`config.mk`:
```
export PLATFORM = sky130hd
export DESIGN_NAME = ifu_fetch
export DESIGN_NICKNAME = d
export VERILOG_FILES = /design/src/rtl/ifu_pkg.sv /design/src/rtl/ifu_next_pc.sv /design/src/rtl/ifu_fetch.sv
export SDC_FILE = /design/constraint.sdc
export NUM_CORES = 1
export LEC_CHECK = 0
export CAP_MARGIN = 20
export CORE_ASPECT_RATIO = 0.6
export CORE_MARGIN = 3
export CORE_UTILIZATION = 23
export CTS_CLUSTER_SIZE = 14
export DETAILED_ROUTE_END_ITERATION = 12
export PLACE_DENSITY = 0.52
export SKIP_LAST_GASP = 1
export SLEW_MARGIN = 20
export SYNTH_ARGS = -nofsm -noshare
export SYNTH_HDL_FRONTEND = slang
export SYNTH_SLANG_ARGS = --single-unit
```
`constraint.sdc`:
```
create_clock -name clk -period 8.3 [get_ports clk]
set_input_delay 1.66 -clock clk [delete_from_list [all_inputs] [get_ports clk]]
set_output_delay 1.66 -clock clk [all_outputs]
set_load 0.03 [all_outputs]
```
`src/rtl/ifu_pkg.sv`:
```
// rtl/ifu_pkg.sv - shared types for the instruction-fetch unit
package ifu_pkg;

    typedef enum logic [1:0] {
        REDIR_BR  = 2'd0,
        REDIR_J   = 2'd1,
        REDIR_JR  = 2'd2,
        REDIR_RSV = 2'd3
    } redir_kind_e;

    typedef enum logic {
        ST_FETCH = 1'b0,
        ST_HOLD  = 1'b1
    } state_e;

endpackage

```
`src/rtl/ifu_next_pc.sv`:
```
// rtl/ifu_next_pc.sv - combinational redirect target calculator
// IFU_JR_EN enables jump-register redirects; otherwise kind 2 is treated as reserved.
import ifu_pkg::*;

module ifu_next_pc #(
    parameter int PC_W = 30
) (
    input  logic [1:0]      redir_kind,
    input  logic [PC_W-1:0] redir_pc,
    input  logic [15:0]     imm16,
    input  logic [25:0]     addr26,
    input  logic [31:0]     jr_addr,
    output logic [PC_W-1:0] target,
    output logic            kind_ok
);

    logic [PC_W+15:0] imm_wide;
    logic [PC_W+29:0] jr_wide;
    logic [PC_W-1:0]  br_t;
    logic [PC_W-1:0]  j_t;
    logic [PC_W-1:0]  jr_t;

    // Widening first lets one expression cover both truncation and extension for any PC_W.
    assign imm_wide = {{PC_W{imm16[15]}}, imm16};
    assign jr_wide  = {{PC_W{1'b0}}, jr_addr[31:2]};
    assign br_t     = redir_pc + PC_W'(1) + imm_wide[PC_W-1:0];
    assign jr_t     = jr_wide[PC_W-1:0];

    generate
        if (PC_W > 26) begin : g_j_wide
            assign j_t = {redir_pc[PC_W-1:26], addr26};
        end else begin : g_j_narrow
            assign j_t = addr26[PC_W-1:0];
        end
    endgenerate

    always_comb begin
        target  = br_t;
        kind_ok = 1'b0;
        case (redir_kind_e'(redir_kind))
            REDIR_BR: kind_ok = 1'b1;
            REDIR_J: begin
                target  = j_t;
                kind_ok = 1'b1;
            end
            REDIR_JR: begin
`ifdef IFU_JR_EN
                target  = jr_t;
                kind_ok = 1'b1;
`endif
            end
            default: ;
        endcase
    end

`ifdef IFU_JR_EN
    logic unused_bits;
    assign unused_bits = ^{jr_addr[1:0], imm_wide[PC_W+15:PC_W], jr_wide[PC_W+29:PC_W]};
`else
    logic unused_bits;
    assign unused_bits = ^{jr_addr[1:0], imm_wide[PC_W+15:PC_W], jr_wide[PC_W+29:PC_W], jr_t};
`endif

endmodule

```
`src/rtl/ifu_fetch.sv`:
```
// rtl/ifu_fetch.sv - handshaked instruction-fetch unit with redirect and stale-fetch discard
// Optional jump-register redirects are built with IFU_JR_EN (see ifu_next_pc).
import ifu_pkg::*;

module ifu_fetch #(
    parameter int              PC_W     = 30,
    parameter logic [PC_W-1:0] RESET_PC = '0
) (
    input  logic            clk,
    input  logic            rst,
    output logic            imem_req,
    output logic [31:0]     imem_addr,
    input  logic            imem_ack,
    input  logic [31:0]     imem_rdata,
    output logic [31:0]     inst,
    output logic [PC_W-1:0] inst_pc,
    output logic            inst_valid,
    input  logic            inst_ready,
    input  logic            redir_valid,
    input  logic [1:0]      redir_kind,
    input  logic [PC_W-1:0] redir_pc,
    input  logic [15:0]     imm16,
    input  logic [25:0]     addr26,
    input  logic [31:0]     jr_addr
);

    state_e            state;
    logic              stale;
    logic [PC_W-1:0]   pc;
    logic [PC_W-1:0]   stored_target;
    logic [PC_W-1:0]   target;
    logic              kind_ok;
    logic              redir_hit;
    logic [PC_W+33:0]  addr_wide;

    ifu_next_pc #(.PC_W(PC_W)) u_next_pc (
        .redir_kind (redir_kind),
        .redir_pc   (redir_pc),
        .imm16      (imm16),
        .addr26     (addr26),
        .jr_addr    (jr_addr),
        .target     (target),
        .kind_ok    (kind_ok)
    );

    assign redir_hit = redir_valid & kind_ok;
    assign addr_wide = {32'd0, pc, 2'b00};
    assign imem_addr = addr_wide[31:0];

    logic unused_addr_hi;
    assign unused_addr_hi = ^addr_wide[PC_W+33:32];

    always_ff @(posedge clk) begin
        if (rst) begin
            state         <= ST_FETCH;
            stale         <= 1'b0;
            pc            <= RESET_PC;
            stored_target <= '0;
            imem_req      <= 1'b0;
            inst          <= '0;
            inst_pc       <= '0;
            inst_valid    <= 1'b0;
        end else begin
            case (state)
                ST_FETCH: begin
                    if (!imem_req) begin
                        imem_req <= 1'b1;
                        if (redir_hit) pc <= target;
                    end else if (imem_ack) begin
                        if (stale || redir_hit) begin
                            // The returning word belongs to the old path; restart at the newest target.
                            stale <= 1'b0;
                            pc    <= redir_hit ? target : stored_target;
                        end else begin
                            inst       <= imem_rdata;
                            inst_pc    <= pc;
                            inst_valid <= 1'b1;
                            pc         <= pc + PC_W'(1);
                            imem_req   <= 1'b0;
                            state      <= ST_HOLD;
                        end
                    end else if (redir_hit) begin
                        // The request cannot be withdrawn, so remember where to go once it lands.
                        stale         <= 1'b1;
                        stored_target <= target;
                    end
                end
                ST_HOLD: begin
                    if (redir_hit) begin
                        pc         <= target;
                        inst_valid <= 1'b0;
                        imem_req   <= 1'b1;
                        state      <= ST_FETCH;
                    end else if (inst_ready) begin
                        inst_valid <= 1'b0;
                        imem_req   <= 1'b1;
                        state      <= ST_FETCH;
                    end
                end
                default: state <= ST_FETCH;
            endcase
        end
    end

endmodule

```
==> flow_summary.toml, run 1 <==
[clock_network]
clkLatencyLatePin_ns = 0.44
hold_buffers = 0
htreeDepth = 4
root_buffer = "clkbuf_16"
post_cts.repair.setup_buffers = 0
cts_buffer_depth = 2
cts_tree = "done"
path_clk_slew_ns = 0.05
cts_resized = 0
cts_buffers = 17
cts.sinks = 126

[timing]
layout_setup_ws_ns = 3.68
final-hold-violation-count = 0
finalClockSkew_ns = 0.0106
rsz0062_at_grt = "no"
setup_viol = 0
period_share = 0.557
drv_slew = 0
max_freq_mhz = 216
fin_crit_ns = 4.62
tns_ns = 0
worstMarginPinSlew_ns = 1.01
relSlewSlack = 0.327

[finish]
num_antenna_cells = 0
final_cells = 1677
drive_above_1_share = 0.0595
synthToLayoutAreaGrowth_pct = 38.1
fillerInstances = 3557
fin_nets = 1389

[worst_setup_path]
worstSetupStartpointType = "primary input"
cp_slowest_cell = "clkdlybuf4s50_1"
cp.required_ns = 8.57
crit_type = "in2reg"
arrival_ns = 4.89
crit_chain = "clkdlybuf4s50_1 > ha_1 > a21o_2 > a31o_2 > a41o_1 > and3_1 > a2111oi_1 > a211oi_2 > o31ai_1 > a21oi_1"
end_kind = "flip-flop"
cpPeakStageDelay_ns = 0.78
crit_fanout = 17

[floorplan]
core-area_um2 = 32900
rows = 51
die_area_um2 = 36300
initial_core_util = 0.237
fp.dieH_um = 149
io_pins = 239
die_w_um = 244

[placed_design]
place.gp.congestion = 0.843
place_ws_ns = 3.19
dp.cells = 1645
dpl.hpwl_um = 22500
portBuffers = 204

[worst_hold_path]
hp-class = "reg2reg"

[synth]
netlist.area_leader.share = 0.323
ys_types = 86
netlist_instances = 1054
synth-edff-count = 0
synth_area_um2 = 7810
synthArstFlopShare = 0
ys_seq_elements = 126
yosys-top-cells-area = "dfxtp_1 32%, a21oi_1 9.1%, nand2_1 8.6%, o21ai_0 5.0%, ha_1 4.8%"
avgSynthCellArea_um2 = 7.41
yosys.area.top_type = "dfxtp_1"
yosysSeqAreaShare = 0.323
yosysWarnings = 0
ys.flop_type = "dfxtp_1"

[global_route]
grt_pass1_wl_um = 47700
grt-ovfl-total = 0
grt_pass1_vias = 8074
grt_max_degree = 80
grt_antenna_before_repair = 0
track_usage = 0.169

[detailed_routing]
detail_route.vias_per_cell = 5.07
drt-pass1-iter-count = 6
drc = 0
drtIter0Drc = 810
num_vias = 8498
totalWireLength_um = 31200
ant_nets = 0
wire_per_inst_um = 18.6

[pwr]
ir_drop_mv = 0.141
p_per_area_nw_per_um2 = 177
power.leakage_uw = 0.00383

[status]
status = "finished clean"

[flow_run]
drv_cap = 0
-- routing by layer --
layer / vias to the layer above / track usage / share of wire / routed length, um
met3: 15 / 0.0468 / 0.068 / 2140
met5: - / 0 / 0 / 0
met2: 293 / 0.257 / 0.44 / 13600
met1: 4070 / 0.244 / 0.49 / 15200
li1: 4120 / - / - / -
met4: 0 / 0.0234 / 0.0064 / 200
-- through the flow --
stage / cell area (um2) / utilization / hold slack, ns / power [uW]
after global placement: 10200 / 0.310 / 0.441 / 1180
after CTS: 10800 / 0.327 / 0.454 / 1930
final: 10800 / 0.327 / 0.451 / 1910
after floorplan: 7810 / - / 0.424 / 978
after detailed placement: 10200 / 0.310 / 0.446 / 1180
after global routing: 10800 / 0.327 / 0.471 / 2010
-- placed cells by master, fill, tap and decap left out, drive strengths merged, types with 5 or more instances in the layout --
cell           instances
o21a                  10
nand2b                10
nand4                 10
clkdlybuf4s50        203
ha                    30
mux2i                 14
a21oi                143
or2                    5
nor2                  89
and4                   5
buf                   14
nand3                 30
xnor2                 23
and3                  11
a211oi                15
and2                  12
a31oi                 11
inv                   16
clkinv                 5
o21ai                 81
o221ai                 9
o22ai                  9
nand2                179
xor2                   7
clkbuf                24
a21o                  15
nor4                   5
or3                   11
dfxtp                126
nor3                  15
a22oi                  9
a221oi                10
nor2b                  5
o211ai                10
-- path summary, 6_finish.rpt --
path                                             from                  endpoint  slack (ns)  cells past startpoint
worst max-delay path                        imm16[15]       pc[24]$_SDFFE_PP0P_        3.68                     10
worst min-delay path            inst[26]$_SDFFE_PP0P_     inst[26]$_SDFFE_PP0P_        0.45                      2
worst max register to register     stale$_SDFFE_PP0P_  inst_pc[29]$_SDFFE_PP0P_        4.84                      6
worst min register to register  inst[26]$_SDFFE_PP0P_     inst[26]$_SDFFE_PP0P_        0.45                      2
-- cell type report --
type | instances | area [um2] | area share
clock buffers | 24 | 472 | 0.0437
clock inverters | 7 | 87.6 | 0.00812
inverters | 17 | 63.8 | 0.00592
multi-input cells | 836 | 4920 | 0.456
flip-flops and latches | 126 | 2520 | 0.234
well taps | 450 | 563 | 0.0522
repair buffers | 217 | 2160 | 0.200
-- power breakdown --
| group | internal [uW] | switching (uW) | leakage, uW |
|---|---|---|---|
| sequential | 636 | 42.7 | 0.00102 |
| clock | 454 | 283 | 0.000274 |
| combinational | 205 | 290 | 0.00253 |
-- worst max-delay path, delay by kind of cell --
kind	cells	cell delay, ns
simple gates	1	0.22
compound gates	7	1.65
buf+inv	1	0.78
fa+ha+maj	1	0.56
-- logic make-up after synthesis --
group | after synthesis | share of synthesized area
AND/OR/NAND/NOR | 392 | 0.227
AO/OA/AOI/OAI | 367 | 0.297
flip-flops | 126 | 0.323
buffers and inverters | 93 | 0.0498
adder cells (fa/ha/maj) | 31 | 0.0506
XOR/XNOR | 30 | 0.0337
multiplexers | 14 | 0.0179
other | 1 | 0.000480
-- flip-flops by register name, indices dropped and copies added, names as in the netlist --
signal / count
imem_req: 1
inst: 32
inst_pc: 30
inst_valid: 1
pc: 30
stale: 1
state: 1
stored_target: 30
-- Yosys cell counts (all sizes together), types with 3 or more instances --
master / n
nand4: 10
a21oi: 143
nand2: 179
a22oi: 9
o2111ai: 4
ha: 30
o211a: 3
nor4: 5
o21ai: 81
a2111oi: 4
nor2: 89
dfxtp: 126
a221oi: 10
o21a: 10
xnor2: 23
and3: 11
a22o: 3
nand3: 30
inv: 16
o22ai: 9
mux2i: 14
nor3: 15
o221ai: 9
a311o: 3
buf: 14
nand2b: 10
and2: 12
a211oi: 15
clkbuf: 61
nor2b: 5
a21o: 15
a32oi: 4
and4: 5
a31oi: 11
or3: 11
xor2: 7
or2: 5
o211ai: 10
(Power assumes the default switching activity.)
==> inputs of run 2 (changes only) <==
Settings changed: PLACE_DENSITY 0.52 to 0.54.
Clock period 8.3 ns to 4.15 ns, I/O delays scaled along.
==> flow_summary.toml, run 2 (synthesis results as in run 1) <==
[worst_setup_path]
crit_type = "in2reg"
critPathTopFamily = "compound AO/OA/AOI/OAI gates"
rrSetupSlack_ns = 1.31
cp_common_cell = "inv_1"
cp.required_ns = 4.42
worstSetupStartpointType = "primary input"
crit_fanout = 3
cpPeakStageDelay_ns = 0.50
arrival_ns = 3.93
crit_chain = "clkdlybuf4s50_1 > inv_1 > ha_1 > inv_1 > fa_1 > a211oi_1 > buf_4 > or3_4 > a31o_1 > o2111ai_2 > a2111oi_1 > a211oi_2 > o31ai_1 > a21oi_1"
end_kind = "flip-flop"
path_buf_inv = 4
cp_slowest_cell = "a2111oi_1"

[timing]
finalClockSkew_ns = 0.00845
tns_ns = 0
fin_crit_ns = 3.65
drv_slew = 0
period_share = 0.881
setup_viol = 0
rsz0062_at_grt = "no"
worstMarginPinSlew_ns = 0.986
relSlewSlack = 0.341
max_freq_mhz = 274
final-hold-violation-count = 0

[clock_network]
path_clk_slew_ns = 0.06
cts_buffer_depth = 2
post_cts.repair.setup_buffers = 0
root_buffer = "clkbuf_16"
htreeDepth = 4
cts_buffers = 17
cts_resized = 0
cts.sinks = 126
clkLatencyLatePin_ns = 0.43
cts_tree = "done"
hold_buffers = 0

[finish]
largest_reg_flops = 32
num_antenna_cells = 0
final_common_cell = "clkdlybuf4s50_1"
drive_above_1_share = 0.0738
final_cells = 1697
final-seq-area_um2 = 2520
fillerInstances = 3546
synthToLayoutAreaGrowth_pct = 40.5
multi_input_area_um2 = 4910
final_cell_mix = "203 x clkdlybuf4s50_1, 177 x nand2_1, 142 x a21oi_1"
top_register = "inst"
fin_nets = 1410

[placed_design]
place.gp.congestion = 0.878
dpl.hpwl_um = 23300
dp.cells = 1667
portBuffers = 204

[global_route]
grt_max_degree = 78
grt_pass1_vias = 8184
grt_antenna_before_repair = 0
grt-ovfl-total = 0
grt_pass1_wl_um = 47500
track_usage = 0.169

[flow_run]
drv_cap = 0

[worst_hold_path]
hp-class = "reg2reg"

[pwr]
power.leakage_uw = 0.00393
sequentialPowerShare = 0.344
ir_drop_mv = 0.295
p_comb_frac = 0.258
p_sw_frac = 0.314
power.internal_uw = 2700
p_per_area_nw_per_um2 = 359
switchingPower_uw = 1240
power_uw = 3930
clkPwrFrac = 0.398

[detailed_routing]
drtIter0Drc = 772
totalWireLength_um = 31400
ant_nets = 0
drc = 0
drt-pass1-iter-count = 5
detail_route.vias_per_cell = 5.09
num_vias = 8640
wire_per_inst_um = 18.5

[floorplan]
die_w_um = 244
fp.dieH_um = 149
initial_core_util = 0.237
rows = 51
die_area_um2 = 36300
core-area_um2 = 32900
io_pins = 239

[status]
status = "finished clean"
## run 2: cell types whose count changed in the layout (fill, tap and decap cells not counted), sizes merged
| cell | previous run | this run |
|---|---|---|
| bufinv | 2 | 3 |
| buf | 14 | 35 |
| clkinv | 5 | 1 |
| clkbuf | 24 | 25 |
| clkinvlp | 1 | 2 |
## run 2: worst register-to-register path, delay by kind of cell (launching register included)
family	cells	cell delay (ns)
and+or+nand+nor	4	1.44
DFF	1	0.45
AOI/OAI and AO/OA	3	0.39
adders and majority gates	1	0.23
xor gates and xnor gates	1	0.16
## run 2: final timing paths
kind | start | end | cells after the start
setup reg to reg | pc[0]$_SDFFE_PP0P_ | pc[24]$_SDFFE_PP0P_ | 9
setup / recovery | redir_pc[0] | pc[24]$_SDFFE_PP0P_ | 14
hold reg to reg | inst[30]$_SDFFE_PP0P_ | inst[30]$_SDFFE_PP0P_ | 2
hold / removal | inst[30]$_SDFFE_PP0P_ | inst[30]$_SDFFE_PP0P_ | 2
## run 2: per-stage QoR
step                setup WS [ns]  utilization  hold slack, ns  area [um2]
finish                      0.496        0.333           0.450       11000
global route                0.241        0.333           0.467       11000
CTS                         0.542        0.333           0.454       11000
detailed placement          0.102        0.315           0.445       10400
global placement            0.187        0.315           0.441       10400
floorplan                   0.940            -           0.424        7810
## run 2: final cells by class
type	instances	area share
Tap cell	450	0.0513
Multi-Input combinational cell	836	0.448
Timing Repair Buffer	238	0.210
Clock buffer	25	0.0452
Clock inverter	5	0.00958
Sequential cell	126	0.230
Inverter	17	0.00582
## run 2: power groups by stage
stage | Combinational [uW] | Sequential (uW) | Clock [uW]
6_report | 1020 | 1350 | 1560
5_1_grt | 1100 | 1360 | 1660
4_1_cts | 1010 | 1350 | 1620
3_5_place_dp | 1000 | 1380 | 0
3_3_place_gp | 996 | 1380 | 0
2_1_floorplan | 508 | 1450 | 0
## run 2: per-layer routing
layer	vias up	global-route usage	share of wire	wire length, um
li1	4172	-	-	-
met1	4156	0.244	0.49	15200
met2	290	0.253	0.43	13600
met3	22	0.0438	0.072	2260
met4	0	0.0308	0.0073	229
met5	-	0	0	0
==> inputs of run 3 (changes only) <==
Settings changed: CORE_UTILIZATION 23 to 43, PLACE_DENSITY 0.54 to 0.84.
==> flow_summary.toml, run 3 (synthesis results as in run 1) <==
[floorplan]
io_pins = 239
rows = 37
fp.dieH_um = 110
core-area_um2 = 17500
die_w_um = 180
initial_core_util = 0.447
die_area_um2 = 19900

[global_route]
top_usage_layer = "met2"
use_met1 = 0.378
track_usage = 0.263
grt_pass1_wl_um = 42800
grtUsageMet3 = 0.0652
grt_max_degree = 68
grt_use_met2 = 0.395
grt-ovfl-total = 0
grt_antenna_before_repair = 0
grt_pass1_vias = 8283

[placed_design]
dpl.hpwl_um = 19500
dp.cells = 1441
place_ws_ns = 0.196
portBuffers = 204
place.gp.congestion = 0.923

[timing]
tns_ns = 0
max_freq_mhz = 279
worstMarginPinSlew_ns = 0.856
final-hold-violation-count = 0
fin_crit_ns = 3.59
drv_slew = 0
setup_viol = 0
period_share = 0.864
finalClockSkew_ns = 0.0108
relSlewSlack = 0.427
rsz0062_at_grt = "no"
layout_setup_ws_ns = 0.563

[worst_setup_path]
crit_fanout = 4
end_kind = "flip-flop"
cpPeakStageDelay_ns = 0.42
r2r-start = "stale$_SDFFE_PP0P_"
cp_common_cell = "inv_1"
cp_slowest_cell = "fa_1"
path_buf_inv = 4
arrival_ns = 3.85
worstSetupStartpointType = "primary input"
critPathTopFamily = "compound AO/OA/AOI/OAI gates"
timing.rr.end = "pc[21]$_SDFFE_PP0P_"
cp.required_ns = 4.42
ff2ff_path_depth = 7
rrSetupSlack_ns = 1.33
crit_chain = "clkdlybuf4s50_1 > inv_1 > ha_1 > inv_1 > fa_1 > a211oi_1 > or3_4 > a31o_1 > o2111ai_2 > buf_4 > a21oi_2 > o21ai_2 > a221oi_1 > a21oi_1"
crit_type = "in2reg"

[pwr]
p_per_area_nw_per_um2 = 364
ir_drop_mv = 0.258
power.leakage_uw = 0.00388

[clock_network]
root_buffer = "clkbuf_16"
post_cts.repair.setup_buffers = 0
clkLatencyLatePin_ns = 0.40
htreeDepth = 4
path_clk_slew_ns = 0.06
cts_buffers = 17
cts_resized = 0
cts.sinks = 126
cts_tree = "done"
cts_buffer_depth = 2
hold_buffers = 0

[flow_run]
drv_cap = 0

[worst_hold_path]
whs_path_depth = 2
hold_end = "stored_target[21]$_SDFFE_PP0P_"
hp-class = "reg2reg"
min-delay-start = "stored_target[21]$_SDFFE_PP0P_"

[finish]
synthToLayoutAreaGrowth_pct = 35.9
drive_above_1_share = 0.0710
largest_reg_flops = 32
final_cell_mix = "203 x clkdlybuf4s50_1, 177 x nand2_1, 142 x a21oi_1"
num_antenna_cells = 0
fillerInstances = 1566
top_register = "inst"
final_cells = 1473
final_common_cell = "clkdlybuf4s50_1"
fin_nets = 1400

[detailed_routing]
totalWireLength_um = 27100
drtIter0Drc = 1065
ant_nets = 0
num_vias = 8891
wire_per_inst_um = 18.4
drc = 0
drt-pass1-iter-count = 5
detail_route.vias_per_cell = 6.04

[status]
status = "finished clean"
-- run 3: cell count changes in the layout (fill, tap and decap cells not counted), moves of 2 or more --
| cell | change |
|---|---|
| buf_4 | -9 |
| clkbuf_1 | -4 |
| clkbuf_8 | -4 |
| clkinv_4 | +2 |
| inv_6 | +7 |
-- run 3: cell type report --
| cell class | count | area [um2] | share of cell area |
|---|---|---|---|
| clock buffer | 17 | 425 | 0.0401 |
| clock inverter | 15 | 173 | 0.0163 |
| inverter | 17 | 63.8 | 0.00601 |
| multi-input combinational | 836 | 4910 | 0.463 |
| sequential | 126 | 2520 | 0.238 |
| tap | 234 | 293 | 0.0276 |
| timing repair buffer | 228 | 2220 | 0.209 |
-- run 3: worst max-delay path by stage --
stage	from	to	slack (ns)	cells after the start
after floorplan	redir_pc[0]	pc[24]$_SDFFE_PP0P_	0.94	12
after global placement	redir_pc[0]	pc[28]$_SDFFE_PP0P_	0.27	14
after detailed placement	redir_pc[0]	pc[28]$_SDFFE_PP0P_	0.20	14
after CTS	redir_pc[0]	pc[28]$_SDFFE_PP0P_	0.60	14
after global routing	imm16[0]	pc[28]$_SDFFE_PP0P_	0.31	14
final	redir_pc[0]	pc[28]$_SDFFE_PP0P_	0.56	14
-- run 3: power breakdown --
group | total [uW] | switching (uW) | leakage (uW) | internal [uW]
sequential | 1350 | 80.2 | 0.00102 | 1270
clock | 1520 | 617 | 0.000284 | 905
combinational | 988 | 573 | 0.00257 | 415
total | 3860 | 1270 | 0.00388 | 2590
-- run 3: worst register-to-register path, cell delays in order (launching register included) --
cell and delay [ns]:
dfxtp_1 0.54, inv_1 0.13, buf_4 0.31, nand2_1 0.41, nor2_1 0.60, o21ai_0 0.26
a221oi_1 0.37, nor4_1 0.09
-- run 3: layer usage --
layer | vias to the layer above | routed length (um)
li1 | 4145 | -
met1 | 4091 | 12100
met2 | 601 | 11300
met3 | 54 | 3290
met4 | 0 | 488
met5 | - | 0
-- run 3: through the flow --
step | util | hold WS [ns] | instance area (um2) | total power (uW)
floorplan | - | 0.424 | 7810 | 1960
global placement | 0.574 | 0.440 | 10000 | 2310
detailed placement | 0.574 | 0.443 | 10000 | 2340
CTS | 0.608 | 0.451 | 10600 | 3850
global route | 0.608 | 0.471 | 10600 | 4010
finish | 0.608 | 0.452 | 10600 | 3860
